==> src/rtl/csr_file.sv <==
// csr_file: machine-mode CSR file for an RV32 hart. Serves CSR read/modify/write
// instructions, runs mcycle/minstret, stacks mstatus on trap entry and mret, and
// reports the highest-priority enabled interrupt.
module csr_file #(
    parameter logic [31:0] HART_ID    = 32'd0,
    parameter logic [31:0] MISA_VALUE = 32'h4000_0100,
    parameter int          N_PMP      = 4,
    parameter int          CNT_W      = 64
) (
    input  logic        clk_i,
    input  logic        rst_i,
    input  logic        is_csr_i,
    input  logic [2:0]  funct3_i,
    input  logic [11:0] addr_i,
    input  logic [4:0]  rs1_i,
    input  logic [31:0] data_i,
    input  logic        retire_i,
    input  logic        trap_i,
    input  logic        mret_i,
    input  logic [31:0] trap_cause_i,
    input  logic [31:0] trap_pc_i,
    input  logic [31:0] trap_tval_i,
    input  logic [2:0]  irq_i,
    output logic [31:0] data_o,
    output logic        e_illegal_o,
    output logic [31:0] trap_vector_o,
    output logic        int_pending_o,
    output logic [31:0] int_cause_o
);
    localparam int N_CFG = (N_PMP - 1) / 4 + 1;

    localparam logic [11:0] A_MVENDORID  = 12'hF11;
    localparam logic [11:0] A_MARCHID    = 12'hF12;
    localparam logic [11:0] A_MIMPID     = 12'hF13;
    localparam logic [11:0] A_MHARTID    = 12'hF14;
    localparam logic [11:0] A_MSTATUS    = 12'h300;
    localparam logic [11:0] A_MISA       = 12'h301;
    localparam logic [11:0] A_MEDELEG    = 12'h302;
    localparam logic [11:0] A_MIDELEG    = 12'h303;
    localparam logic [11:0] A_MIE        = 12'h304;
    localparam logic [11:0] A_MTVEC      = 12'h305;
    localparam logic [11:0] A_MCOUNTEREN = 12'h306;
    localparam logic [11:0] A_MSCRATCH   = 12'h340;
    localparam logic [11:0] A_MEPC       = 12'h341;
    localparam logic [11:0] A_MCAUSE     = 12'h342;
    localparam logic [11:0] A_MTVAL      = 12'h343;
    localparam logic [11:0] A_MIP        = 12'h344;
    localparam logic [11:0] A_SATP       = 12'h180;
    localparam logic [11:0] A_PMPCFG0    = 12'h3A0;
    localparam logic [11:0] A_PMPADDR0   = 12'h3B0;
    localparam logic [11:0] A_MCYCLE     = 12'hB00;
    localparam logic [11:0] A_MINSTRET   = 12'hB02;
    localparam logic [11:0] A_MCYCLEH    = 12'hB80;
    localparam logic [11:0] A_MINSTRETH  = 12'hB82;

    logic             mie_q, mpie_q;
    logic [29:0]      tvec_base_q;
    logic             tvec_mode_q;
    logic [31:0]      mepc_q, mcause_q, mtval_q, mscratch_q;
    logic [31:0]      medeleg_q, mideleg_q, mcounteren_q, satp_q;
    logic [2:0]       irq_en_q;   // {meie, mtie, msie}
    logic [2:0]       irq_q;      // {meip, mtip, msip}
    logic [CNT_W-1:0] mcycle_q, minstret_q;
    logic [31:0]      pmpcfg_q  [N_CFG];
    logic [31:0]      pmpaddr_q [N_PMP];

    logic [31:0] rdata, src, wdata;
    logic        hit, wr_req, we;
    logic [2:0]  pend;

    // Read mux: current value of the addressed CSR and whether it exists.
    // NOTE: every variable of an always_comb gets a default first, so no path can infer a latch.
    always_comb begin
        rdata = '0;
        hit   = 1'b1;
        case (addr_i)
            A_MVENDORID, A_MARCHID, A_MIMPID: rdata = '0;
            A_MHARTID:    rdata = HART_ID;
            A_MISA:       rdata = MISA_VALUE;
            A_MSTATUS:    rdata = {19'b0, 2'b11, 3'b0, mpie_q, 3'b0, mie_q, 3'b0};
            A_MEDELEG:    rdata = medeleg_q;
            A_MIDELEG:    rdata = mideleg_q;
            A_MIE:        rdata = {20'b0, irq_en_q[2], 3'b0, irq_en_q[1], 3'b0, irq_en_q[0], 3'b0};
            A_MTVEC:      rdata = {tvec_base_q, 1'b0, tvec_mode_q};
            A_MCOUNTEREN: rdata = mcounteren_q;
            A_MSCRATCH:   rdata = mscratch_q;
            A_MEPC:       rdata = mepc_q;
            A_MCAUSE:     rdata = mcause_q;
            A_MTVAL:      rdata = mtval_q;
            A_MIP:        rdata = {20'b0, irq_q[2], 3'b0, irq_q[1], 3'b0, irq_q[0], 3'b0};
            A_SATP:       rdata = satp_q;
            A_MCYCLE:     rdata = mcycle_q[31:0];
            A_MCYCLEH:    rdata = 32'(mcycle_q[CNT_W-1:32]);
            A_MINSTRET:   rdata = minstret_q[31:0];
            A_MINSTRETH:  rdata = 32'(minstret_q[CNT_W-1:32]);
            default:      hit = 1'b0;
        endcase
        for (int i = 0; i < N_CFG; i++) begin
            if (addr_i == A_PMPCFG0 + 12'(i)) begin
                rdata = pmpcfg_q[i];
                hit   = 1'b1;
            end
        end
        for (int i = 0; i < N_PMP; i++) begin
            if (addr_i == A_PMPADDR0 + 12'(i)) begin
                rdata = pmpaddr_q[i];
                hit   = 1'b1;
            end
        end
    end

    // Modified value for CSRRW/CSRRS/CSRRC; the immediate form carries only the 5-bit zimm.
    always_comb begin
        src = funct3_i[2] ? {27'b0, data_i[4:0]} : data_i;
        case (funct3_i[1:0])
            2'b01:   wdata = src;
            2'b10:   wdata = rdata | src;
            2'b11:   wdata = rdata & ~src;
            default: wdata = rdata;
        endcase
    end

    // Set/clear with a zero source register never writes, so it is legal on read-only CSRs.
    assign wr_req      = (funct3_i[1:0] == 2'b01) || (rs1_i != 5'd0);
    assign e_illegal_o = is_csr_i && (!hit || (funct3_i[1:0] == 2'b00) ||
                                      ((addr_i[11:10] == 2'b11) && wr_req));
    assign we          = is_csr_i && !e_illegal_o && wr_req && !trap_i && !mret_i;
    assign data_o      = is_csr_i ? rdata : '0;

    // Interrupt lines are registered once before they reach mip.
    // NOTE: sequential state uses non-blocking assignments so every flop samples pre-edge values.
    always_ff @(posedge clk_i) begin
        if (rst_i) irq_q <= '0;
        else       irq_q <= irq_i;
    end

    // Free-running counters; a same-cycle CSR write to either half wins over the increment.
    always_ff @(posedge clk_i) begin
        if (rst_i) begin
            mcycle_q   <= '0;
            minstret_q <= '0;
        end else begin
            mcycle_q <= mcycle_q + CNT_W'(1);
            if (retire_i) minstret_q <= minstret_q + CNT_W'(1);
            if (we && addr_i == A_MCYCLE)    mcycle_q   <= {mcycle_q[CNT_W-1:32], wdata};
            if (we && addr_i == A_MCYCLEH)   mcycle_q   <= {wdata[CNT_W-33:0], mcycle_q[31:0]};
            if (we && addr_i == A_MINSTRET)  minstret_q <= {minstret_q[CNT_W-1:32], wdata};
            if (we && addr_i == A_MINSTRETH) minstret_q <= {wdata[CNT_W-33:0], minstret_q[31:0]};
        end
    end

    // Trap entry, then mret, then CSR instruction writes, in falling priority.
    // NOTE: the PMP arrays are reset like every other CSR, so they build as flops, not RAM.
    always_ff @(posedge clk_i) begin
        if (rst_i) begin
            mie_q        <= 1'b0;
            mpie_q       <= 1'b0;
            tvec_base_q  <= '0;
            tvec_mode_q  <= 1'b0;
            mepc_q       <= '0;
            mcause_q     <= '0;
            mtval_q      <= '0;
            mscratch_q   <= '0;
            medeleg_q    <= '0;
            mideleg_q    <= '0;
            mcounteren_q <= '0;
            satp_q       <= '0;
            irq_en_q     <= '0;
            for (int i = 0; i < N_CFG; i++) pmpcfg_q[i]  <= '0;
            for (int i = 0; i < N_PMP; i++) pmpaddr_q[i] <= '0;
        end else if (trap_i) begin
            mepc_q   <= trap_pc_i & 32'hFFFF_FFFC;
            mcause_q <= trap_cause_i;
            mtval_q  <= trap_tval_i;
            mpie_q   <= mie_q;
            mie_q    <= 1'b0;
        end else if (mret_i) begin
            mie_q  <= mpie_q;
            mpie_q <= 1'b1;
        end else if (we) begin
            case (addr_i)
                A_MSTATUS: begin
                    mie_q  <= wdata[3];
                    mpie_q <= wdata[7];
                end
                A_MTVEC: begin
                    tvec_base_q <= wdata[31:2];
                    tvec_mode_q <= wdata[0];
                end
                A_MIE:        irq_en_q     <= {wdata[11], wdata[7], wdata[3]};
                A_MEPC:       mepc_q       <= wdata & 32'hFFFF_FFFC;
                A_MCAUSE:     mcause_q     <= wdata;
                A_MTVAL:      mtval_q      <= wdata;
                A_MSCRATCH:   mscratch_q   <= wdata;
                A_MEDELEG:    medeleg_q    <= wdata;
                A_MIDELEG:    mideleg_q    <= wdata;
                A_MCOUNTEREN: mcounteren_q <= wdata;
                A_SATP:       satp_q       <= wdata;
                default: ;
            endcase
            for (int i = 0; i < N_CFG; i++)
                if (addr_i == A_PMPCFG0 + 12'(i)) pmpcfg_q[i] <= wdata;
            for (int i = 0; i < N_PMP; i++)
                if (addr_i == A_PMPADDR0 + 12'(i)) pmpaddr_q[i] <= wdata;
        end
    end

    // Trap target: mepc on mret, otherwise direct or vectored mtvec.
    always_comb begin
        if (mret_i)
            trap_vector_o = mepc_q;
        else if (tvec_mode_q && trap_cause_i[31])
            trap_vector_o = {tvec_base_q, 2'b00} + {25'b0, trap_cause_i[4:0], 2'b00};
        else
            trap_vector_o = {tvec_base_q, 2'b00};
    end

    assign pend          = irq_q & irq_en_q;
    assign int_pending_o = mie_q && (pend != 3'b000);

    // Interrupt arbitration: external beats software beats timer.
    always_comb begin
        int_cause_o = '0;
        if (int_pending_o) begin
            if (pend[2])      int_cause_o = 32'h8000_000B;
            else if (pend[0]) int_cause_o = 32'h8000_0003;
            else              int_cause_o = 32'h8000_0007;
        end
    end

endmodule

==> config.mk <==
export PLATFORM = sky130hd
export DESIGN_NAME = csr_file
export DESIGN_NICKNAME = d
export VERILOG_FILES = /design/src/rtl/csr_file.sv
export SDC_FILE = /design/constraint.sdc
export NUM_CORES = 2
export LEC_CHECK = 0
export ABC_CLOCK_PERIOD_IN_PS = 6600
export CELL_PAD_IN_SITES_DETAIL_PLACEMENT = 0
export CELL_PAD_IN_SITES_GLOBAL_PLACEMENT = 1
export CORE_ASPECT_RATIO = 0.7
export CORE_MARGIN = 1.5
export CORE_UTILIZATION = 35
export DETAILED_ROUTE_END_ITERATION = 16
export HOLD_SLACK_MARGIN = 0.05
export PLACE_DENSITY = 0.65
export SYNTH_ARGS = -nofsm -noshare
export SYNTH_HDL_FRONTEND = slang
export SYNTH_SLANG_ARGS = --single-unit
export TNS_END_PERCENT = 1
==> constraint.sdc <==
create_clock -name clk_i -period 6.6 [get_ports clk_i]
set_input_delay 0.66 -clock clk_i [delete_from_list [all_inputs] [get_ports clk_i]]
set_output_delay 0.66 -clock clk_i [all_outputs]
set_load 0.05 [all_outputs]
==> out/results.ini <==
[cts]
cts_tree = built
cts_setup_buffers = 0
cts_max_level = 2
clk_latency_ns = 0.70
cts.sinks = 581
clockBufferDepth = 3
hold_buffers = 0
cts_buffers = 61
cts.repair.resized = 0
cts_root_buffer = clkbuf_16
path_clk_slew_ns = 0.07

[final_layout]
nets = 4192
areaGrowthSynthToFinish_pct = 18.6
fin_util_pct = 42.0
layout_common_cells = 421 x nor2_1, 421 x dfxtp_1, 418 x nand2_1, 294 x a21oi_1, 237 x o21ai_0
design_area_mm2 = 0.0388
final_layout_size_suffix_gt1_share_pct = 11.7
stdcell_count = 5323

[placed_design]
dpl_cell_area_mm2 = 0.0367
gp_congestion = 1.08
post-place-cells = 5199
placement.io_buffers = 223
post-place-ws_ns = 0.949
dpl.hpwl_mm = 140

[yosys]
yosys.area.top_type = dfxtp_1
syn_area_mm2 = 0.0327
synth_area_leaders = dfxtp_1 26%, edfxtp_1 15%, nor2_1 4.9%
synthDominantCellAreaShare_pct = 25.7
syn_inst = 3882
ys_seq_elements = 581
avgSynthCellArea_um2 = 8.44
synthArstFlopShare_pct = 0
synth_cell_type_count = 119
ys.flop_type = dfxtp_1
ys_seq_area_share_pct = 40.4
synth_edf_count = 160
synth_warnings = 0

[timing]
worst_pin_slew_ns = 1.49
maxSlewHeadroom_pct = -0.400
min_period_ns = 6.09
slew_viol_final = 1
setup_slack_ns = 0.507
hold_viol_final = 0
min_period_over_period_pct = 92.3
holdWs_ns = 0.447
fin_skew_ns = 0.0468
rsz0062_at_grt = no
setup_viol = 0
setup_tns_ns = 0
fmax_ghz = 0.164

[routing]
drt_iter0_drc = 5646
first_pass_iters = 6
totalWireLength_mm = 193
viasPerCell = 6.51
via_count = 34700
ant_nets = 0
wl_per_cell_um = 36.2
drcViolationCount = 0

[setup_path]
end_kind = output pin
max_stage_delay_ns = 1.19
crit_top_cell = clkdlybuf4s50_1
path_delay_family = simple AND/OR/NAND/NOR gates
path_class = in -> out
crit_fanout = 12
cp-start-kind = input port
critical_path.cell_chain = clkdlybuf4s50_1, nand4bb_2, buf_4, nor3_1, a2111oi_0, o211ai_1, a21oi_1, nor2_1, clkdlybuf4s50_1
slowest_stage = nor3_1
critPathArrivalTime_ns = 5.43
cp.required_ns = 5.94
path_buf_inv = 3

[power_and_ir_drop]
p_per_area_mw_per_mm2 = 221
p_leak_nw = 12.9
power_mw = 8.59
vdd_drop_max_mv = 0.218

[global_routing]
grt_max_degree = 155
overflow = 0
grt_pass1_vias = 30600
grt_pass1_wl_mm = 261
grt_usage_pct = 39.1
antenna_found_initial = 19

[outcome]
status = complete, but fails checks
violations = capacitance limit, slew limit

[floorplan]
die-area_mm2 = 0.0954
die_w_um = 369
io_pins = 255
core_mm2 = 0.0924
start_util_pct = 35.4
die_h_um = 259
fp-row-count = 93

[flow_run]
cap_violations = 1

[hold_path]
min_path_type = in -> reg

[registers in the layout, indices dropped and copies added (netlist names)]
| signal | flops |
|---|---|
| mie_q | 1 |
| tvec_base_q | 30 |
| mepc_q | 30 |
| tvec_mode_q | 1 |
| pmpcfg_q | 32 |
| satp_q | 32 |
| mcounteren_q | 32 |
| mpie_q | 1 |
| minstret_q | 64 |
| pmpaddr_q | 128 |
| mideleg_q | 32 |
| medeleg_q | 32 |
| irq_en_q | 3 |
| irq_q | 3 |
| mtval_q | 32 |
| mscratch_q | 32 |
| mcause_q | 32 |
| mcycle_q | 64 |
[area by class of cell]
cell class	count	area, µm²
inverter	42	163
antenna	11	27.5
clock inverter	25	318
timing repair buffer	446	4020
sequential	581	13200
fill	9347	53500
tap	1235	1550
clock buffer	88	1840
multi-input combinational	2895	17700
[worst paths after layout]
check,cells after the start,endpoint,slack [ns],from
setup / recovery,9,data_o[25],0.51,addr_i[11]
setup reg to reg,9,mcycle_q[59],2.52,mepc_q[27]
hold reg to reg,2,mscratch_q[15],0.45,mscratch_q[15]
hold / removal,2,mideleg_q[26],0.45,rst_i
[cell usage after synthesis (13+ instances only)]
cell	number
nand2b_1	16
mux2i_1	47
and4_1	53
nand2_1	418
or3_1	15
o221ai_1	15
nor3_1	65
and3_1	55
nand4_1	68
buf_2	117
o21ai_1	14
a31oi_1	72
a21oi_1	295
edfxtp_1	160
a211oi_1	122
o21a_1	18
clkbuf_1	178
nand3_1	107
o211a_1	26
and2_1	31
a22o_1	28
o31ai_1	24
inv_1	40
buf_4	71
o21ai_0	242
nor4_1	40
a32oi_1	14
a2bb2oi_1	13
a22oi_1	92
o22ai_1	75
buf_1	14
xnor2_1	55
dfxtp_1	421
nor2b_1	42
nor2_1	424
xor2_1	46
a221oi_1	29
[cells by family after synthesis]
| family | Yosys count | synth area share, % |
|---|---|---|
| AOI/OAI and AO/OA | 1251 | 25.9 |
| xor gates and xnor gates | 101 | 2.70 |
| adders and majority gates | 8 | 0.329 |
| buffers and inverters | 434 | 6.50 |
| DFF | 581 | 40.4 |
| muxes | 61 | 1.99 |
| other | 1 | 0.0115 |
| and+or+nand+nor | 1445 | 22.2 |
[power breakdown]
group	total (mW)	internal, mW	switching [mW]
clock network	3.84	2.17	1.67
registers	3.82	3.75	0.0792
logic	0.917	0.264	0.654
total	8.59	6.18	2.40
[metal layers]
metal | up-vias | track usage, % | routed length, µm
met1 | 17200 | 56.6 | 83000
met5 | - | 0 | 58
li1 | 14700 | - | -
met3 | 335 | 12.9 | 27000
met2 | 2434 | 52.9 | 74900
met4 | 10 | 14.5 | 7900
No activity file was read; power rests on OpenSTA's default activity.
